### src/rtl/bf_proc.sv
// bf_proc: multicycle Brainfuck CPU core; define BF_STDIN_EN to give ',' a stdin ready/valid handshake.
module bf_proc #(
  parameter int DATA_ADDR_WIDTH  = 16,
  parameter int DATA_VALUE_WIDTH = 32,
  parameter int PROG_ADDR_WIDTH  = 16,
  parameter int PROG_VALUE_WIDTH = 8
) (
  input  logic                        clk,
  input  logic                        reset,
  output logic [PROG_ADDR_WIDTH-1:0]  prog_addr,
  output logic                        prog_ren,
  input  logic [PROG_VALUE_WIDTH-1:0] prog_rval,
  output logic [DATA_ADDR_WIDTH-1:0]  data_addr,
  output logic                        data_ren,
  output logic                        data_wen,
  output logic [DATA_VALUE_WIDTH-1:0] data_wval,
  input  logic [DATA_VALUE_WIDTH-1:0] data_rval,
  output logic [7:0]                  stdout,
  output logic                        stdout_en
`ifdef BF_STDIN_EN
  ,
  input  logic [7:0]                  stdin,
  input  logic                        stdin_valid,
  output logic                        stdin_ready
`endif
);
  typedef enum logic [3:0] {
    FETCH, DECODE, LOAD, LOAD_WAIT, OUT, SCAN_FETCH, SCAN_DECODE, HALT
`ifdef BF_STDIN_EN
    , WAIT_IN
`endif
  } state_t;
  state_t state_q, state_d;
  logic [PROG_ADDR_WIDTH-1:0]  pc_q, pc_d, depth_q, depth_d;
  logic [DATA_ADDR_WIDTH-1:0]  ptr_q, ptr_d;
  logic [DATA_VALUE_WIDTH-1:0] cell_q, cell_d;
  logic [7:0]                  stdout_q, stdout_d, op;
  logic                        dir_q, dir_d, inc, dec;
  assign op        = prog_rval[7:0];
  assign prog_addr = pc_q;
  assign data_addr = ptr_q;
  assign stdout    = stdout_q;
  assign stdout_en = state_q == OUT;
  // dir: 0 scans forward for the matching ']', 1 scans backward for the matching '['
  assign inc = dir_q ? op == 8'h5D : op == 8'h5B;
  assign dec = dir_q ? op == 8'h5B : op == 8'h5D;
  always_comb begin
    state_d   = state_q;
    pc_d      = pc_q;
    ptr_d     = ptr_q;
    cell_d    = cell_q;
    depth_d   = depth_q;
    dir_d     = dir_q;
    stdout_d  = stdout_q;
    prog_ren  = 1'b0;
    data_ren  = 1'b0;
    data_wen  = 1'b0;
    data_wval = '0;
`ifdef BF_STDIN_EN
    stdin_ready = 1'b0;
`endif
    case (state_q)
      FETCH: begin
        prog_ren = ~reset;
        state_d  = DECODE;
      end
      DECODE: begin
        pc_d    = pc_q + 1'b1;
        state_d = FETCH;
        case (op)
          8'h2B, 8'h2D: begin
            cell_d    = op == 8'h2B ? cell_q + 1'b1 : cell_q - 1'b1;
            data_wen  = 1'b1;
            data_wval = cell_d;
          end
          8'h3E, 8'h3C: begin
            ptr_d   = op == 8'h3E ? ptr_q + 1'b1 : ptr_q - 1'b1;
            state_d = LOAD;
          end
          8'h2E: begin
            stdout_d = cell_q[7:0];
            state_d  = OUT;
          end
          8'h2C: begin
`ifdef BF_STDIN_EN
            pc_d    = pc_q;
            state_d = WAIT_IN;
`else
            cell_d   = '0;
            data_wen = 1'b1;
`endif
          end
          8'h5B: if (cell_q == '0) begin
            depth_d = 1;
            dir_d   = 1'b0;
            state_d = SCAN_FETCH;
          end
          8'h5D: if (cell_q != '0) begin
            depth_d = 1;
            dir_d   = 1'b1;
            pc_d    = pc_q - 1'b1;
            state_d = SCAN_FETCH;
          end
          8'h00: begin
            pc_d    = pc_q;
            state_d = HALT;
          end
          default: ;
        endcase
      end
      LOAD: begin
        data_ren = 1'b1;
        state_d  = LOAD_WAIT;
      end
      LOAD_WAIT: begin
        cell_d  = data_rval;
        state_d = FETCH;
      end
      OUT: state_d = FETCH;
      SCAN_FETCH: begin
        prog_ren = ~reset;
        state_d  = SCAN_DECODE;
      end
      SCAN_DECODE: begin
        depth_d = depth_q + PROG_ADDR_WIDTH'(inc) - PROG_ADDR_WIDTH'(dec);
        if (op == 8'h00) state_d = HALT;
        else if (dec && depth_q == 1) begin
          pc_d    = pc_q + 1'b1;
          state_d = FETCH;
        end else begin
          pc_d    = dir_q ? pc_q - 1'b1 : pc_q + 1'b1;
          state_d = SCAN_FETCH;
        end
      end
`ifdef BF_STDIN_EN
      WAIT_IN: begin
        stdin_ready = 1'b1;
        if (stdin_valid) begin
          cell_d    = DATA_VALUE_WIDTH'(stdin);
          data_wen  = 1'b1;
          data_wval = cell_d;
          pc_d      = pc_q + 1'b1;
          state_d   = FETCH;
        end
      end
`endif
      HALT: ;
      default: state_d = HALT;
    endcase
  end
  always_ff @(posedge clk or posedge reset) begin
    if (reset) begin
      state_q  <= FETCH;
      pc_q     <= '0;
      ptr_q    <= '0;
      cell_q   <= '0;
      depth_q  <= '0;
      dir_q    <= 1'b0;
      stdout_q <= '0;
    end else begin
      state_q  <= state_d;
      pc_q     <= pc_d;
      ptr_q    <= ptr_d;
      cell_q   <= cell_d;
      depth_q  <= depth_d;
      dir_q    <= dir_d;
      stdout_q <= stdout_d;
    end
  end
endmodule

### config.mk
export PLATFORM = sky130hd
export DESIGN_NAME = bf_proc
export DESIGN_NICKNAME = d
export VERILOG_FILES = /design/src/rtl/bf_proc.sv
export SDC_FILE = /design/constraint.sdc
export NUM_CORES = 1
export LEC_CHECK = 0
export BUFFER_PORTS_ARGS = -buffer_cell sky130_fd_sc_hd__buf_4
export CORE_MARGIN = 10
export CORE_UTILIZATION = 59
export CTS_BUF_LIST = sky130_fd_sc_hd__clkbuf_16
export DETAILED_ROUTE_END_ITERATION = 7
export MAX_ROUTING_LAYER = met4
export PLACE_DENSITY = 0.82
export SLEW_MARGIN = 25
export SYNTH_ARGS = -nofsm -noshare
export SYNTH_HDL_FRONTEND = slang
export SYNTH_SLANG_ARGS = --single-unit
### constraint.sdc
create_clock -name clk -period 4.85 [get_ports clk]
set_clock_uncertainty 0.15 [all_clocks]
set_input_delay 0.485 -clock clk [delete_from_list [all_inputs] [get_ports clk]]
set_output_delay 0.485 -clock clk [all_outputs]
set_load 0.05 [all_outputs]
==> impl_metrics.tcl, run 1 <==
set metrics [dict create \
    viasPerCell 6.129 \
    required_ns 4.22 \
    grt_pass1_wl_um 35740 \
    ys_async_sr_fraction_pct 100.0 \
    slew_viol_final 0 \
    critical_path_class "in2out" \
    layout_commonest_cell "buf_4" \
    cts_max_path_buffers 2 \
    max_slew_margin_pct 42.08 \
    clkPwrFrac_pct 42.0 \
    synth_edf_count 0 \
    top_usage_layer "met2" \
    grt_overflow 0 \
    end_kind "primary output" \
    switching_share_pct 24.16 \
    htreeDepth 3 \
    setup_violations 0 \
    instances_no_fill 1188 \
    drive_gt1_share_pct 16.63 \
    hold_viol_final 0 \
    worst-slew-pin-transition_ns 0.8641 \
    post-route-min-period_ns 4.388 \
    power_frac_comb_pct 7.4 \
    regArea_um2 2302 \
    num_vias 7281 \
    fp.dieArea_um2 17940 \
    netlist_instances 916 \
    r2r_slack_ns 1.70 \
    syn2layout_area_growth_pct 16.59 \
    clk_pin_slew_ns 0.07 \
    row_count 41 \
    yosysWarningCount 0 \
    wirelength_um 21420 \
    ant_nets 0 \
    internal-power_w 0.001153 \
    gp_congestion 0.9221 \
    grt_use_met1_pct 29.85 \
    ys_types 72 \
    hpwlAfterDp_um 15990 \
    drc_errors 0 \
    antenna_cells_inserted 0 \
    hold_buffers 0 \
    power_density_nw_per_um2 170.1 \
    hold_path.class "in2async" \
    drt_pre_antenna_iters 6 \
    critPathLaunchType "primary input" \
    antenna_found_initial 0 \
    ys_ff_latch 92 \
    use_met2_pct 39.68 \
    routedWlPerCell_um 18.03 \
    portBuffers 117 \
    start_util_pct 60.46 \
    fillers 1053 \
    nets 1127 \
    dp_cells 1174 \
    syn_nets 1030 \
    multi_input_area_um2 5094 \
    cts_resized 0 \
    clkSinkCount 92 \
    fp.dieW_um 134.0 \
    max_freq_mhz 227.9 \
    rr_endpoint "depth_q[10]" \
    r2r_cells 14 \
    use_met3_pct 5.564 \
    layout_common_cells "124 x buf_4, 92 x dfrtp_1, 82 x nor2_1, 82 x nand2_1, 74 x a21oi_1" \
    cp.arrival_ns 3.75 \
    reg2reg_from "dir_q" \
    cts_tree "done" \
    cap_violations 0 \
    p_sw_w 0.0003671 \
    power_frac_seq_pct 50.6 \
    syn_area_um2 7661 \
    syn_avg_cell_area_um2 8.364 \
    vdd_drop_max_mv 0.2064 \
    cts_buffers 9 \
    grt_max_degree 56 \
    grtUsageTotal_pct 24.46 \
    setup_tns_ns 0 \
    drtIter0Drc 541 \
    post-cts-setup-buffers 0 \
    ys_seq_area_share_pct 30.05 \
    grt_pass1_vias 7218 \
    die_y_um 134.0 \
    status "finished, final reports clean" \
    core_um2 12670 \
    period_share_pct 90.47 \
    leakagePower_nw 4.508 \
    cp_max_fo 32 \
    root_buffer "clkbuf_16" \
    synth_ff_type "dfrtp_1" \
    rsz0062_at_grt "false" \
    clk-insertion-delay-late_ns 0.36 \
    io_pins 118 \
]
[power by group through the flow]
stage / registers (W) / clock network [W] / logic [W]
6_report: 0.000769 / 0.000638 / 0.000113
2_1_floorplan: 0.000786 / 0 / 0.0000626
3_5_place_dp: 0.000783 / 0 / 0.000113
3_3_place_gp: 0.000783 / 0 / 0.000112
4_1_cts: 0.000769 / 0.000645 / 0.000113
5_1_grt: 0.000768 / 0.000676 / 0.000125
[flip-flops by register name (all words and copies together), names as in the netlist]
| register | count |
|---|---|
| cell_q | 32 |
| data_addr | 16 |
| depth_q | 16 |
| dir_q | 1 |
| prog_addr | 16 |
| state_q | 3 |
| stdout | 8 |
[synthesized netlist by cell type, drive strengths merged (26+ instances only)]
master,instances,area share (%)
dfrtp,92,30
nand2,84,4.2
nor2,83,4.3
a21oi,74,4.8
ha,69,11
o21ai,62,4.2
xnor2,40,4.6
inv,37,1.8
and3,30,2.4
clkbuf,30,1.5
xor2,28,3.2
nor3,26,1.8
[final cells by class]
cell class	instances	area share, %
clock inverters	5	0.2661
repair buffers	124	10.42
inverters	37	1.583
flip-flops and latches	92	25.77
multi-input cells	749	57.02
clock buffers	9	2.521
well taps	172	2.409
[stage by stage]
step                      hold WS, ns  util (%)  instance area [um2]  total power, W  setup WS (ns)
final                          0.1245     70.49                 8932        0.001520         0.4622
after global routing           0.1743     70.49                 8932        0.001570         0.1852
after CTS                      0.1476     70.40                 8920        0.001528         0.5028
after detailed placement       0.3192     68.43                 8671       0.0008959         0.5293
after global placement         0.3110     68.43                 8671       0.0008951         0.5519
after floorplan                0.2998         -                 7676       0.0008483         0.2486
[kinds of logic after synthesis]
kind of cell    after synthesis  share of synthesized area, %
flops                        92                         30.05
fa+ha+maj                    72                         12.05
compound gates              265                         22.28
buf+inv                      75                         3.887
mux                          11                         1.568
simple gates                333                         22.39
xor+xnor                     68                         7.774
[metal layers]
metal / routed length, um / vias up
met5: 0 / -
met4: 412 / 0
li1: - / 3553
met3: 1303 / 36
met1: 9561 / 3495
met2: 10150 / 197
[critical path, stage by stage]
cell      delay [ns]
buf_4           0.14
nand2_1         0.07
nor2_1          0.04
and2_1          0.18
nand3_2         0.07
buf_4           0.34
inv_1           0.10
fa_1            0.41
nand2b_1        0.18
a211oi_1        0.32
o2111a_1        0.32
o211a_1         0.19
o211ai_1        0.16
a31oi_1         0.26
nor3_1          0.08
nor3_2          0.15
buf_4           0.23
[worst max path at each step]
stage	to	cells after the start	startpoint
floorplan	data_wval[29]	15	prog_rval[0]
global placement	data_wval[28]	14	prog_rval[4]
detailed placement	data_wval[28]	17	prog_rval[1]
CTS	data_wval[28]	17	prog_rval[1]
global route	data_wval[30]	17	prog_rval[0]
finish	data_wval[28]	17	prog_rval[1]
No activity file was read; power rests on OpenSTA's default activity.
==> inputs of run 2 (changes only) <==
--- a/config.mk
+++ b/config.mk
@@ -10,7 +10,6 @@
 export CORE_UTILIZATION = 59
 export CTS_BUF_LIST = sky130_fd_sc_hd__clkbuf_16
 export DETAILED_ROUTE_END_ITERATION = 7
-export MAX_ROUTING_LAYER = met4
 export PLACE_DENSITY = 0.82
 export SLEW_MARGIN = 25
 export SYNTH_ARGS = -nofsm -noshare
==> run 2 against run 1 <==
Clock power rose by 5.0%. Combinational power about the same. Via count shrank 1.0%. Core utilization grew 0.13 points. Die area did not move. Critical path depth fell by 3. Largest cell class unchanged. Final area rose by 0.18%. Critical endpoint is now data_wval[27]. Non-clock buffer count decreased by 1. Worst hold slack got worse by 0.0026 ns. Count of clock-buffer cells in the layout did not move. Final cell count hardly changed.
==> impl_metrics.tcl, run 2 (same netlist as run 1, synthesis figures left out) <==
set metrics [dict create \
    status "finished, final reports clean" \
    vdd_drop_max_mv 0.1984 \
    hpwlAfterDp_um 15700 \
    clk-insertion-delay-late_ns 0.36 \
    cap_violations 0 \
    largest-register "cell_q" \
    end_kind "primary output" \
    largest_reg_flops 32 \
    drc_errors 0 \
    htreeDepth 3 \
    setup_violations 0 \
    viasPerCell 6.061 \
    row_count 41 \
    grt_pass1_wl_um 34840 \
    num_vias 7207 \
    cp_slowest_cell "nor3_1" \
    nets 1126 \
    antenna_cells_inserted 0 \
    dp_cells 1173 \
    drive_gt1_share_pct 16.72 \
    fp.dieW_um 134.0 \
    grt_max_degree 59 \
    antenna_found_initial 0 \
    cp_max_fo 20 \
    critPathLaunch "prog_rval[4]" \
    cts_max_path_buffers 2 \
    cts_tree "done" \
    period_share_pct 92.73 \
    crit_path_cell_trace "buf_4 -> nor3_1 -> nand3_4 -> buf_4 -> ha_1 -> o211ai_1 -> o31ai_1 -> o31ai_4 -> o21ai_1 -> a31oi_1 -> o21ai_1 -> xnor2_1 -> nor2_1 -> buf_4" \
    routedWlPerCell_um 17.49 \
    worst-slew-pin-transition_ns 1.020 \
    hold_buffers 0 \
    portBuffers 117 \
    clk_pin_slew_ns 0.07 \
    core_um2 12670 \
    hold_path.class "in2async" \
    crit_path_max_incr_delay_ns 0.52 \
    power_density_nw_per_um2 173.4 \
    layout_commonest_cell "buf_4" \
    crit_top_cell "buf_4" \
    start_util_pct 60.46 \
    reg2reg_from "dir_q" \
    grtUsageTotal_pct 23.06 \
    drt_pre_antenna_iters 5 \
    grt_pass1_vias 7097 \
    fp.dieArea_um2 17940 \
    leakagePower_nw 4.513 \
    gp_congestion 0.9614 \
    critical_path_class "in2out" \
    layout_common_cells "123 x buf_4, 92 x dfrtp_1, 83 x nand2_1" \
    setup_tns_ns 0 \
    clkSinkCount 92 \
    cp.arrival_ns 3.86 \
    cts_buffers 9 \
    required_ns 4.22 \
    hold_viol_final 0 \
    syn2layout_area_growth_pct 16.81 \
    drtIter0Drc 647 \
    max_freq_mhz 222.4 \
    max_slew_margin_pct 31.85 \
    slew_viol_final 0 \
    grt_overflow 0 \
    die_y_um 134.0 \
    critPathLaunchType "primary input" \
    ant_nets 0 \
    post-cts-setup-buffers 0 \
    final_util_pct 70.62 \
    post-route-min-period_ns 4.497 \
    instances_no_fill 1189 \
    rsz0062_at_grt "false" \
    cts_resized 0 \
    root_buffer "clkbuf_16" \
    io_pins 118 \
    wirelength_um 20790 \
]
## run 2: power by group
group	switching [W]	leakage [nW]	internal (W)	total [W]
Combinational	0.0000638	3.15	0.0000494	0.000113
Sequential	0.000000847	1.23	0.000768	0.000768
Clock	0.000324	0.137	0.000346	0.000670
Total	0.000389	4.51	0.00116	0.00155
## run 2: through the flow
stage               setup WS (ns)  instance area (um2)  hold WS (ns)  power (W)
floorplan                  0.2486                 7676        0.2998  0.0008483
global placement           0.3846                 8663        0.3138  0.0008948
detailed placement         0.3532                 8663        0.3147  0.0008957
CTS                        0.3320                 8932        0.1488   0.001560
global route              0.07721                 8949        0.1728   0.001607
finish                     0.3527                 8949        0.1220   0.001552
## run 2: final timing paths
path | endpoint | slack (ns) | cells after the start
setup / recovery | data_wval[27] | 0.35 | 14
hold / removal | depth_q[9] | 0.12 | 2
setup reg to reg | depth_q[10] | 1.68 | 14
hold reg to reg | prog_addr[15] | 0.32 | 1
max in group asynchronous | cell_q[6] | 3.49 | 3
min in group clk | cell_q[2] | 0.17 | 3
## run 2: per-layer routing
layer	GRT usage [%]	up-vias	part of all wire (%)
li1	-	3543	-
met1	28.63	3424	44
met2	38.93	211	48
met3	5.414	29	6.1
met4	6.771	0	1.8
met5	0	-	0
## run 2: critical path, delay by kind of cell
kind / cells / cell delay, ns
adders and majority gates: 1 / 0.39
AOI/OAI and AO/OA: 6 / 1.28
and+or+nand+nor: 3 / 0.89
xor gates and xnor gates: 1 / 0.18
buffers and inverters: 3 / 0.63
## run 2: area by class of cell
class | count | area (um2)
fillers | 1051 | 3722
well taps | 172 | 215.2
flip-flops and latches | 92 | 2302
repair buffers | 123 | 923.4
clock buffers | 9 | 225.2
multi-input cells | 749 | 5097
clock inverters | 7 | 43.79
inverters | 37 | 141.4
==> inputs of run 3 (changes only) <==
--- a/config.mk
+++ b/config.mk
@@ -11,6 +11,7 @@
 export CTS_BUF_LIST = sky130_fd_sc_hd__clkbuf_16
 export DETAILED_ROUTE_END_ITERATION = 7
 export PLACE_DENSITY = 0.82
+export RECOVER_POWER = 100
 export SLEW_MARGIN = 25
 export SYNTH_ARGS = -nofsm -noshare
 export SYNTH_HDL_FRONTEND = slang
==> run 3 against run 2 <==
The run now ends with capacitance limit, slew limit left. Count of clock-buffer cells in the layout is the same. Worst setup slack got worse by 0.058 ns. Sequential share of layout area increased by 0.99 points. Final cell count did not move. Worst hold slack better by 0.050 ns. Total power decreased by 0.35%. Critical path type unchanged. Largest cell class unchanged. Highest routed layer unchanged.
==> impl_metrics.tcl, run 3 (same netlist as run 1, synthesis figures left out) <==
set metrics [dict create \
    cts_max_path_buffers 2 \
    die_y_um 134.0 \
    leakagePower_nw 4.213 \
    num_vias 7264 \
    max_slew_margin_pct -75.18 \
    grt_max_degree 59 \
    placed_area_um2 8663 \
    root_buffer "clkbuf_16" \
    grt_pass1_vias 7097 \
    viasPerCell 6.109 \
    antenna_found_initial 0 \
    clkPwrFrac_pct 43.2 \
    critPathLaunch "prog_rval[4]" \
    post-cts-setup-buffers 0 \
    cp_max_fo 20 \
    core_um2 12670 \
    routedWlPerCell_um 17.44 \
    cts_tree "done" \
    htreeDepth 3 \
    io_pins 118 \
    crit_path_max_incr_delay_ns 0.52 \
    hpwlAfterDp_um 15700 \
    power_frac_seq_pct 49.7 \
    grt_overflow 0 \
    clk_pin_slew_ns 0.07 \
    drive_gt1_share_pct 9.833 \
    internal-power_w 0.001161 \
    wirelength_um 20740 \
    period_share_pct 93.92 \
    antenna_cells_inserted 0 \
    hold_path.class "in2reg" \
    cap_violations 4 \
    power_frac_comb_pct 7.1 \
    setup_violations 0 \
    violations "capacitance limit, slew limit" \
    largest_reg_flops 32 \
    clkSinkCount 92 \
    drt_pre_antenna_iters 5 \
    grt_pass1_wl_um 34840 \
    vdd_drop_max_mv 0.1978 \
    largest-register "cell_q" \
    required_ns 4.22 \
    holdWs_ns 0.1724 \
    end_kind "primary output" \
    slew_viol_final 122 \
    ant_nets 0 \
    status "finished, violations left" \
    drtIter0Drc 710 \
    rsz0062_at_grt "false" \
    reg2reg_from "state_q[0]" \
    post-route-min-period_ns 4.555 \
    drc_errors 0 \
    start_util_pct 60.46 \
    fp.dieArea_um2 17940 \
    design_area_um2 8617 \
    setup_tns_ns 0 \
    grtUsageTotal_pct 23.06 \
    gp_congestion 0.9614 \
    switching_share_pct 24.95 \
    syn2layout_area_growth_pct 12.48 \
    critPathLaunchType "primary input" \
    worstHoldStart "data_rval[2]" \
    power_density_nw_per_um2 179.4 \
    fp.dieW_um 134.0 \
    max_freq_mhz 219.5 \
    crit_path_cell_trace "clkbuf_1 -> nor3_1 -> nand3_4 -> buf_4 -> ha_1 -> a21o_1 -> a21o_1 -> a211oi_1 -> o21bai_1 -> a211oi_1 -> o21ai_0 -> xnor2_1 -> nor2_1 -> buf_2" \
    cts_buffers 9 \
    worst-slew-pin-transition_ns 2.613 \
    clk-insertion-delay-late_ns 0.36 \
    cp.arrival_ns 3.92 \
    cp_slowest_cell "nor3_1" \
    fillers 1137 \
    cp_num_buf_inv 3 \
    p_sw_w 0.0003858 \
    layout_commonest_cell "dfrtp_1" \
    nets 1126 \
    layout_common_cells "92 x dfrtp_1, 83 x nand2_1, 82 x nor2_1" \
    hold_viol_final 0 \
    critical_path_class "in2out" \
    row_count 41 \
    final_util_pct 68.01 \
    path_delay_family "compound AO/OA/AOI/OAI gates" \
    portBuffers 117 \
]
==> run 3: layout make-up <==
class	instances	area, um2	share of cell area (%)
flip-flops and latches	92	2302	26.72
clock inverters	7	43.79	0.5082
inverters	37	140.1	1.626
multi-input cells	749	5041	58.50
repair buffers	123	649.4	7.536
clock buffers	9	225.2	2.614
well taps	172	215.2	2.497
==> run 3: layer usage <==
metal | vias to the layer above | track usage, % | wire length (um)
li1 | 3547 | - | -
met1 | 3486 | 28.63 | 9048
met2 | 206 | 38.93 | 10030
met3 | 25 | 5.414 | 1318
met4 | 0 | 6.771 | 346
met5 | - | 0 | 0
==> run 3: metrics by stage <==
step | std cells | setup slack (ns) | total power, W
after global routing | 1189 | 0.03464 | 0.001604
after floorplan | 916 | 0.2486 | 0.0008483
after detailed placement | 1173 | 0.3532 | 0.0008957
final | 1189 | 0.2950 | 0.001546
after CTS | 1189 | 0.3320 | 0.001560
after global placement | 1173 | 0.3846 | 0.0008948
==> run 3: power groups by stage <==
stage	Clock [W]	Combinational, W	Sequential (W)
after floorplan	0	0.0000626	0.000786
after CTS	0.000678	0.000114	0.000768
after detailed placement	0	0.000113	0.000783
after global routing	0.000713	0.000122	0.000768
final	0.000667	0.000110	0.000769
after global placement	0	0.000112	0.000783
==> run 3: what timing repair did <==
item	in CTS	in global routing
endpoints found under the setup margin	0	2
hold buffers	0	0
resized for setup	0	1
==> run 3: final timing paths <==
kind | endpoint | slack, ns | depth (start not counted)
setup / recovery | data_wval[31] | 0.29 | 14
hold / removal | cell_q[2] | 0.17 | 3
setup reg to reg | prog_addr[8] | 1.28 | 7
hold reg to reg | prog_addr[15] | 0.32 | 1
max in group asynchronous | cell_q[6] | 1.25 | 3
min in group asynchronous | depth_q[9] | 0.72 | 2
==> run 3: worst min-delay path, cell delays in order <==
cell	delay [ns]
buf_4	0.08
nand2_1	0.04
nand2_1	0.05
